[src/rtl/win_led_sequencer.sv]
// win_led_sequencer: latches the win code from the win detector and plays it on
// the RGB result LED. The LED flashes FLASH_COUNT times in the winner's colour
// and then holds steady until a new_game pulse returns the block to idle.
module win_led_sequencer #(
    parameter int TICK_DIV    = 5_000_000,
    parameter int ON_TICKS    = 5,
    parameter int OFF_TICKS   = 5,
    parameter int FLASH_COUNT = 3
) (
    input  logic       clk,
    input  logic       rst_n,
    input  logic [1:0] detect_win,
    input  logic       new_game,
    output logic [2:0] led_out,
    output logic       busy,
    output logic [1:0] result
);

    localparam int MAX_TICKS = (ON_TICKS > OFF_TICKS) ? ON_TICKS : OFF_TICKS;
    localparam int PW = (TICK_DIV > 1) ? $clog2(TICK_DIV) : 1;
    localparam int TW = ($clog2(MAX_TICKS + 1) > 0) ? $clog2(MAX_TICKS + 1) : 1;
    localparam int FW = ($clog2(FLASH_COUNT + 1) > 0) ? $clog2(FLASH_COUNT + 1) : 1;

    localparam logic [PW-1:0] PRE_LAST   = PW'(TICK_DIV - 1);
    localparam logic [TW-1:0] ON_LAST    = TW'(ON_TICKS - 1);
    localparam logic [TW-1:0] OFF_LAST   = TW'(OFF_TICKS - 1);
    localparam logic [FW-1:0] FLASH_DONE = FW'(FLASH_COUNT);

    typedef enum logic [1:0] {
        IDLE,
        FLASH_ON,
        FLASH_OFF,
        HOLD
    } state_t;

    state_t        state;
    logic          armed;
    logic [PW-1:0] prescaler;
    logic [TW-1:0] tick_cnt;
    logic [FW-1:0] flash_cnt;
    logic          tick;
    logic [FW-1:0] flash_next;

    // Fixed colour map from win code to RGB drive
    function automatic logic [2:0] colour_of(input logic [1:0] code);
        case (code)
            2'b01:   colour_of = 3'b100;
            2'b10:   colour_of = 3'b010;
            2'b11:   colour_of = 3'b001;
            default: colour_of = 3'b000;
        endcase
    endfunction

    // Timing tick fires on the last prescaler count, only while flashing
    always_comb begin
        tick       = ((state == FLASH_ON) || (state == FLASH_OFF)) && (prescaler == PRE_LAST);
        flash_next = flash_cnt + FW'(1);
    end

    // Sequencer FSM with registered LED, busy and result outputs
    always_ff @(posedge clk or negedge rst_n) begin
        if (!rst_n) begin
            state     <= IDLE;
            armed     <= 1'b1;
            prescaler <= '0;
            tick_cnt  <= '0;
            flash_cnt <= '0;
            led_out   <= 3'b000;
            busy      <= 1'b0;
            result    <= 2'b00;
        end else if (new_game) begin
            state     <= IDLE;
            armed     <= 1'b0;
            prescaler <= '0;
            tick_cnt  <= '0;
            flash_cnt <= '0;
            led_out   <= 3'b000;
            busy      <= 1'b0;
            result    <= 2'b00;
        end else begin
            case (state)
                IDLE: begin
                    prescaler <= '0;
                    tick_cnt  <= '0;
                    flash_cnt <= '0;
                    led_out   <= 3'b000;
                    busy      <= 1'b0;
                    result    <= 2'b00;
                    if (detect_win == 2'b00) begin
                        armed <= 1'b1;
                    end else if (armed) begin
                        state   <= FLASH_ON;
                        result  <= detect_win;
                        led_out <= colour_of(detect_win);
                        busy    <= 1'b1;
                    end
                end
                FLASH_ON: begin
                    prescaler <= tick ? '0 : prescaler + PW'(1);
                    if (tick) begin
                        if (tick_cnt == ON_LAST) begin
                            state    <= FLASH_OFF;
                            tick_cnt <= '0;
                            led_out  <= 3'b000;
                        end else begin
                            tick_cnt <= tick_cnt + TW'(1);
                        end
                    end
                end
                FLASH_OFF: begin
                    prescaler <= tick ? '0 : prescaler + PW'(1);
                    if (tick) begin
                        if (tick_cnt == OFF_LAST) begin
                            tick_cnt  <= '0;
                            flash_cnt <= flash_next;
                            led_out   <= colour_of(result);
                            if (flash_next == FLASH_DONE) begin
                                state <= HOLD;
                                busy  <= 1'b0;
                            end else begin
                                state <= FLASH_ON;
                            end
                        end else begin
                            tick_cnt <= tick_cnt + TW'(1);
                        end
                    end
                end
                HOLD: begin
                    prescaler <= '0;
                    tick_cnt  <= '0;
                    led_out   <= colour_of(result);
                    busy      <= 1'b0;
                end
                default: begin
                    state <= IDLE;
                end
            endcase
        end
    end

endmodule

[config.mk]
export PLATFORM = sky130hd
export DESIGN_NAME = win_led_sequencer
export DESIGN_NICKNAME = d
export VERILOG_FILES = /design/src/rtl/win_led_sequencer.sv
export SDC_FILE = /design/constraint.sdc
export NUM_CORES = 1
export LEC_CHECK = 0
export CAP_MARGIN = 10
export CORE_MARGIN = 2
export CORE_UTILIZATION = 25
export CTS_CLUSTER_DIAMETER = 40
export DETAILED_ROUTE_END_ITERATION = 16
export MAX_ROUTING_LAYER = met4
export PLACE_DENSITY = 0.46
export SLEW_MARGIN = 30
export SYNTH_ARGS = -nofsm -noshare
export SYNTH_HDL_FRONTEND = slang
export SYNTH_SLANG_ARGS = --single-unit
[constraint.sdc]
create_clock -name clk -period 2.5 [get_ports clk]
set_clock_uncertainty 0.2 [all_clocks]
set_input_delay 0.375 -clock clk [delete_from_list [all_inputs] [get_ports clk]]
set_output_delay 0.375 -clock clk [all_outputs]
set_load 0.01 [all_outputs]
---- Word-level counts from Yosys, hierarchy flattened ----
Index checks and enable logic that the tools add are counted.
word-level totals
  word-level logic and storage cells ...... 91
  output and inout bits ................... 6
  bits of input ports ..................... 5
  register bits after elaboration ......... 37
cells by class
  mux-type cells .......................... 44
  add/subtract/negate cells ............... 3
  equal/unequal tests ..................... 20
  reductions and logical operators ........ 16
operator list
  operator               count
  $mux 23                2
  $pmux 23 s2            1
  $mux 2                 15
  $mux 3                 10
  $add 23x1->23 const B  1
  $eq 23x23->1 const B   1
  $pmux 3 s3             2
  $eq 2x2->1 const B     7
  $ne 3x3->1 const B     4
  $pmux 3 s4             1
  $mux 1                 9
  $ne 3x2->1 const B     3
  $reduce_and 4->1       2
  $reduce_bool 4->1      2
  $reduce_and 7->1       1
  $eq 2x1->1 const B     3
  $pmux 2 s3             1
  $pmux 3 s2             1
  $logic_not 2->1        2
  $pmux 2 s2             1
  $reduce_bool 2->1      2
  $reduce_or 2->1        2
  $add 3x1->3 const B    1
  $eq 3x3->1 const B     1
  8 further kinds        8

---- Logic depth before layout (Yosys ltp) ----
  depth in word-level cells ............... 7
  mapped depth ............................ 8
  mapped depth without buffers ............ 7

---- Worst setup path after synthesis ----
No wires, ideal clock.
  kind .................................... register to register
  from .................................... reg state[0]
  to ...................................... reg led_out[0]
  data required time ...................... 2.175 ns
  path slack .............................. 0.292 ns
  path buffers ............................ 0
  cell stages (with the launch flop) ...... 8
  arrival ................................. 1.883 ns
  period minus slack after synthesis ...... 2.208 ns
  cell sequence ........................... dfrtp_1 inv_1 ha_1 nand2_1 nor3_1 and4_4 or3_4 mux2_2
on the way
  cells in the longest elaborated chain, start to end .. 5
  elaborated cells on any way between the ends .. 13
  those cells by class .................... eq/ne: 7; mux: 2; reduce/logical: 4
ends and longest elaborated chain
  what                                             line    text
  start: declaration                               36      state_t state;
  start signal: assignment                         63      state <= IDLE;
  start signal: assignment                         72      state <= IDLE;
  start signal: assignment                         92      state <= FLASH_ON;
  $eq 2x1->1 / $eq 2x2->1 (equally long branches)  56, 81
  $logic_or 1x1->1                                 56      tick = ((state == FLASH_ON) || (state == FLASH_OFF)) && (prescaler == PRE_LAST);
  $logic_and 1x1->1                                56
  $ne 3x3->1 (no line)                             n/a
  $reduce_and 4->1 (no line)                       n/a
  end signal: assignment                           94      led_out <= colour_of(detect_win);
  end signal: assignment                           116     led_out <= colour_of(result);
  end signal: assignment                           131     led_out <= colour_of(result);
  end: declaration                                 14      output logic [2:0] led_out,
Several ways; a longest one is shown, not always the timed one.
A chain may end at the register's enable or synchronous reset.

---- Worst setup path after layout ----
  from .................................... reg prescaler[0]
  to ...................................... reg led_out[1]
on the way
  cells in the longest elaborated chain, start to end .. 4
  elaborated cells on any way between the ends .. 5
  those cells by class .................... eq/ne: 3; reduce/logical: 2
ends and longest elaborated chain
  what                          line  text
  start: declaration            38    logic [PW-1:0] prescaler;
  start signal: assignment      99    prescaler <= tick ? '0 : prescaler + PW'(1);
  start signal: assignment      111   prescaler <= tick ? '0 : prescaler + PW'(1);
  $eq 23x23->1 *                56
  $logic_and 1x1->1 *           56
  $ne 3x3->1 (no line)          n/a
  $reduce_and 4->1 (no line) *  n/a
Mark *: on every way between the ends. The rest lies on a longest branch, timed or not.

==> impl_results.md <==
* Max FO, Critical Path at 5
* Rows at 32
* MaxCap Viol Count at 0
* Area Growth Syn to Fin at 16.8%
* Final setup vio count at 0
* DPL Wire Length at 3.06 mm
* Worst hold path type: reg2reg
* Dominant delay contributor by cell family on the critical path: simple AND/OR/NAND/NOR gates
* Synth Instances at 209
* Starting Density at 26.1%
* DR DRC count at 0
* Worst path required time at 2.47 ns
* Share of layout cells above drive strength 1 at 12.2%
* CP max stage cell: dfrtp_1
* Initial antenna violation count at 0
* Most frequent cell after synthesis: dfrtp_1
* GRT Total Usage at 10.9%
* Number of synthesized flops with an enable pin at 0
* Seq/Total Area, Yosys at 45.5%
* Worst path bufs/invs at 0
* Crit path DAT at 2.20 ns
* Final min period at 2.22 ns
* Nets at 241
* H-tree levels at 2
* Final period util at 89.0%
* Critical Path End Type: flop
* Area contributors post-synth: dfrtp_1 44%, nor2_1 6.3%, xor2_1 6.0%
* First drt pass iteration count at 4
* Drt wl/cell at 12.8 um
* Pre-CTS WS at 0.272 ns
* Worst path cell trace: ha_1 > nand2_1 > nor4_4 > and4_4 > or3_4 > mux2_2
* Setup WS post-layout at 0.275 ns
* Core Box Area at 0.00781 mm^2
* Hold Vio Cnt, Final at 0
* Post-cts sizing count at 0
* CP peak stage delay at 0.39 ns
* FF+latch count, synth at 37
* Inserted Diodes at 0
* Routability congestion estimate at 0.749
* Most common library cells after synthesis: 36 x dfrtp_1, 34 x nor2_1, 16 x nand2_1
* Peak supply drop at 0.000205 V
* RSZ-0062 raised after global routing: no
* Least-Margin Pin Slew at 0.596 ns
* Status: complete, no violations
* TritonCTS Buffers at 5
* Synth warn at 0
* Ys flop type: dfrtp_1
* Number of routed nets with antenna violations at 0
* CTS clock-pin slew for the worst setup and hold paths at 0.07 ns
* Die area at 0.00888 mm^2
* Mapped Nets at 222
* Worst skew pair latency at 0.29 ns
* CTS tree: built
* Die width at 94.2 um
* Async SR Flop Fraction at 100%
* Yosys top cell by area: dfrtp_1
* Path type of the worst setup path: reg2reg
* Leak pwr at 0.928 nW
* Vias in the first global route at 1494
* Sink Count at 37
* Avg Cell Area, Syn at 9.74 um^2
* Routed vias/inst at 4.48
* Port Buf Inserts at 10
* Max-slew violations at 0
* Die height at 94.2 um
* Cell variety after synth at 47
* Setup TNS at 0 ns
* Startpoint Class: flop
* Cell area after synthesis at 0.00204 mm^2
* Worst slew margin at 59.9%
* First-pass GRT wire length at 7.40 mm
* FILL cells at 836
* IO Count at 11
* Synth top area share at 44.3%
* PwrDens at 501 mW/mm^2
* Routed via count at 1484
* Total gr overflow at 0
* F_max at 0.450 GHz
* Iter 0 DRT Violations at 62
* Clock Tree Buf Depth at 2
* Root Buffer: clkbuf_8
* Largest net degree at the start of global routing at 26
* Final wirelength at 4.24 mm
-- cells in the final DEF, fill, tap and decap left out, drive strengths merged, types with 2 or more instances in the layout --
cell type / Yosys / routed
nand4: 11 / 11
nand3: 9 / 9
a31oi: 2 / 2
inv: 10 / 10
and3: 4 / 4
o21ai: 4 / 4
xnor2: 7 / 7
nor3: 5 / 5
or2: 2 / 2
ha: 8 / 8
clkdlybuf4s50: 0 / 9
and4: 2 / 2
clkbuf: 2 / 8
dfrtp: 36 / 36
or3: 2 / 2
a21oi: 9 / 9
buf: 3 / 7
nand2: 16 / 16
nand3b: 2 / 2
nor4: 3 / 3
mux2: 5 / 5
nand2b: 3 / 3
nand4b: 2 / 2
xor2: 14 / 14
nor2: 35 / 35
-- area by class of cell --
class                           count  area [um^2]  area share, %
Inverter                           10         37.5           1.58
Multi-Input combinational cell    157         1040           43.8
Tap cell                          102          128           5.37
Clock buffer                        8         80.1           3.37
Timing Repair Buffer               17          163           6.84
Sequential cell                    37          927           39.0
-- flip-flops by register name (all words and copies together), names as in the netlist --
register   flops
flash_cnt      2
result         2
armed          1
prescaler     23
led_out        3
busy           1
state          2
tick_cnt       3
-- routing by layer --
layer / share of wire [%] / up-vias / wire, um / track usage [%]
met5: 0 / - / 0 / -
met4: 0.54 / 0 / 23 / 3.26
met3: 3.5 / 3 / 149 / 2.73
met2: 47 / 17 / 1990 / 17.1
met1: 49 / 705 / 2080 / 14.0
li1: - / 759 / - / -
-- through the flow --
stage	instance area (um^2)	hold slack, ns	power [mW]	cells	util [%]
6_report	2380	0.288	1.19	331	30.4
5_1_grt	2380	0.316	1.25	331	30.4
4_1_cts	2380	0.291	1.21	331	30.4
3_5_place_dp	2290	0.0904	0.798	322	29.3
3_3_place_gp	2290	0.0908	0.799	322	29.3
2_1_floorplan	2040	-0.121	0.725	209	-
-- where the power goes --
part | internal (mW) | switching [mW]
combinational | 0.0669 | 0.0958
sequential | 0.611 | 0.00941
clock | 0.198 | 0.209
-- cell families after synthesis --
family          Yosys count  share of synthesized area, %
compound gates           21                          6.21
xor+xnor                 21                          9.04
fa+ha+maj                 8                          4.92
buf+inv                  15                          3.26
flops                    37                          45.5
mux                       6                          3.26
simple gates            101                          27.8
-- path summary, 6_finish.rpt --
path                              start      endpoint  slack [ns]  cells past startpoint
max                        prescaler[0]    led_out[1]        0.28                      6
min reg2reg                prescaler[0]  prescaler[0]        0.29                      1
max in group asynchronous         rst_n  prescaler[8]        1.17                      3
min                        prescaler[0]  prescaler[0]        0.29                      1
max reg2reg                prescaler[0]    led_out[1]        0.28                      6
min in group asynchronous         rst_n   tick_cnt[1]        0.30                      2
-- timing repair --
item                                   in CTS  in global routing
setup endpoints to repair                   0                  0
endpoints found under the hold margin      11                  0
hold buffers                                1                  0
setup buffers                               0                  0
Note: power is estimated with default switching activity, not from simulation.
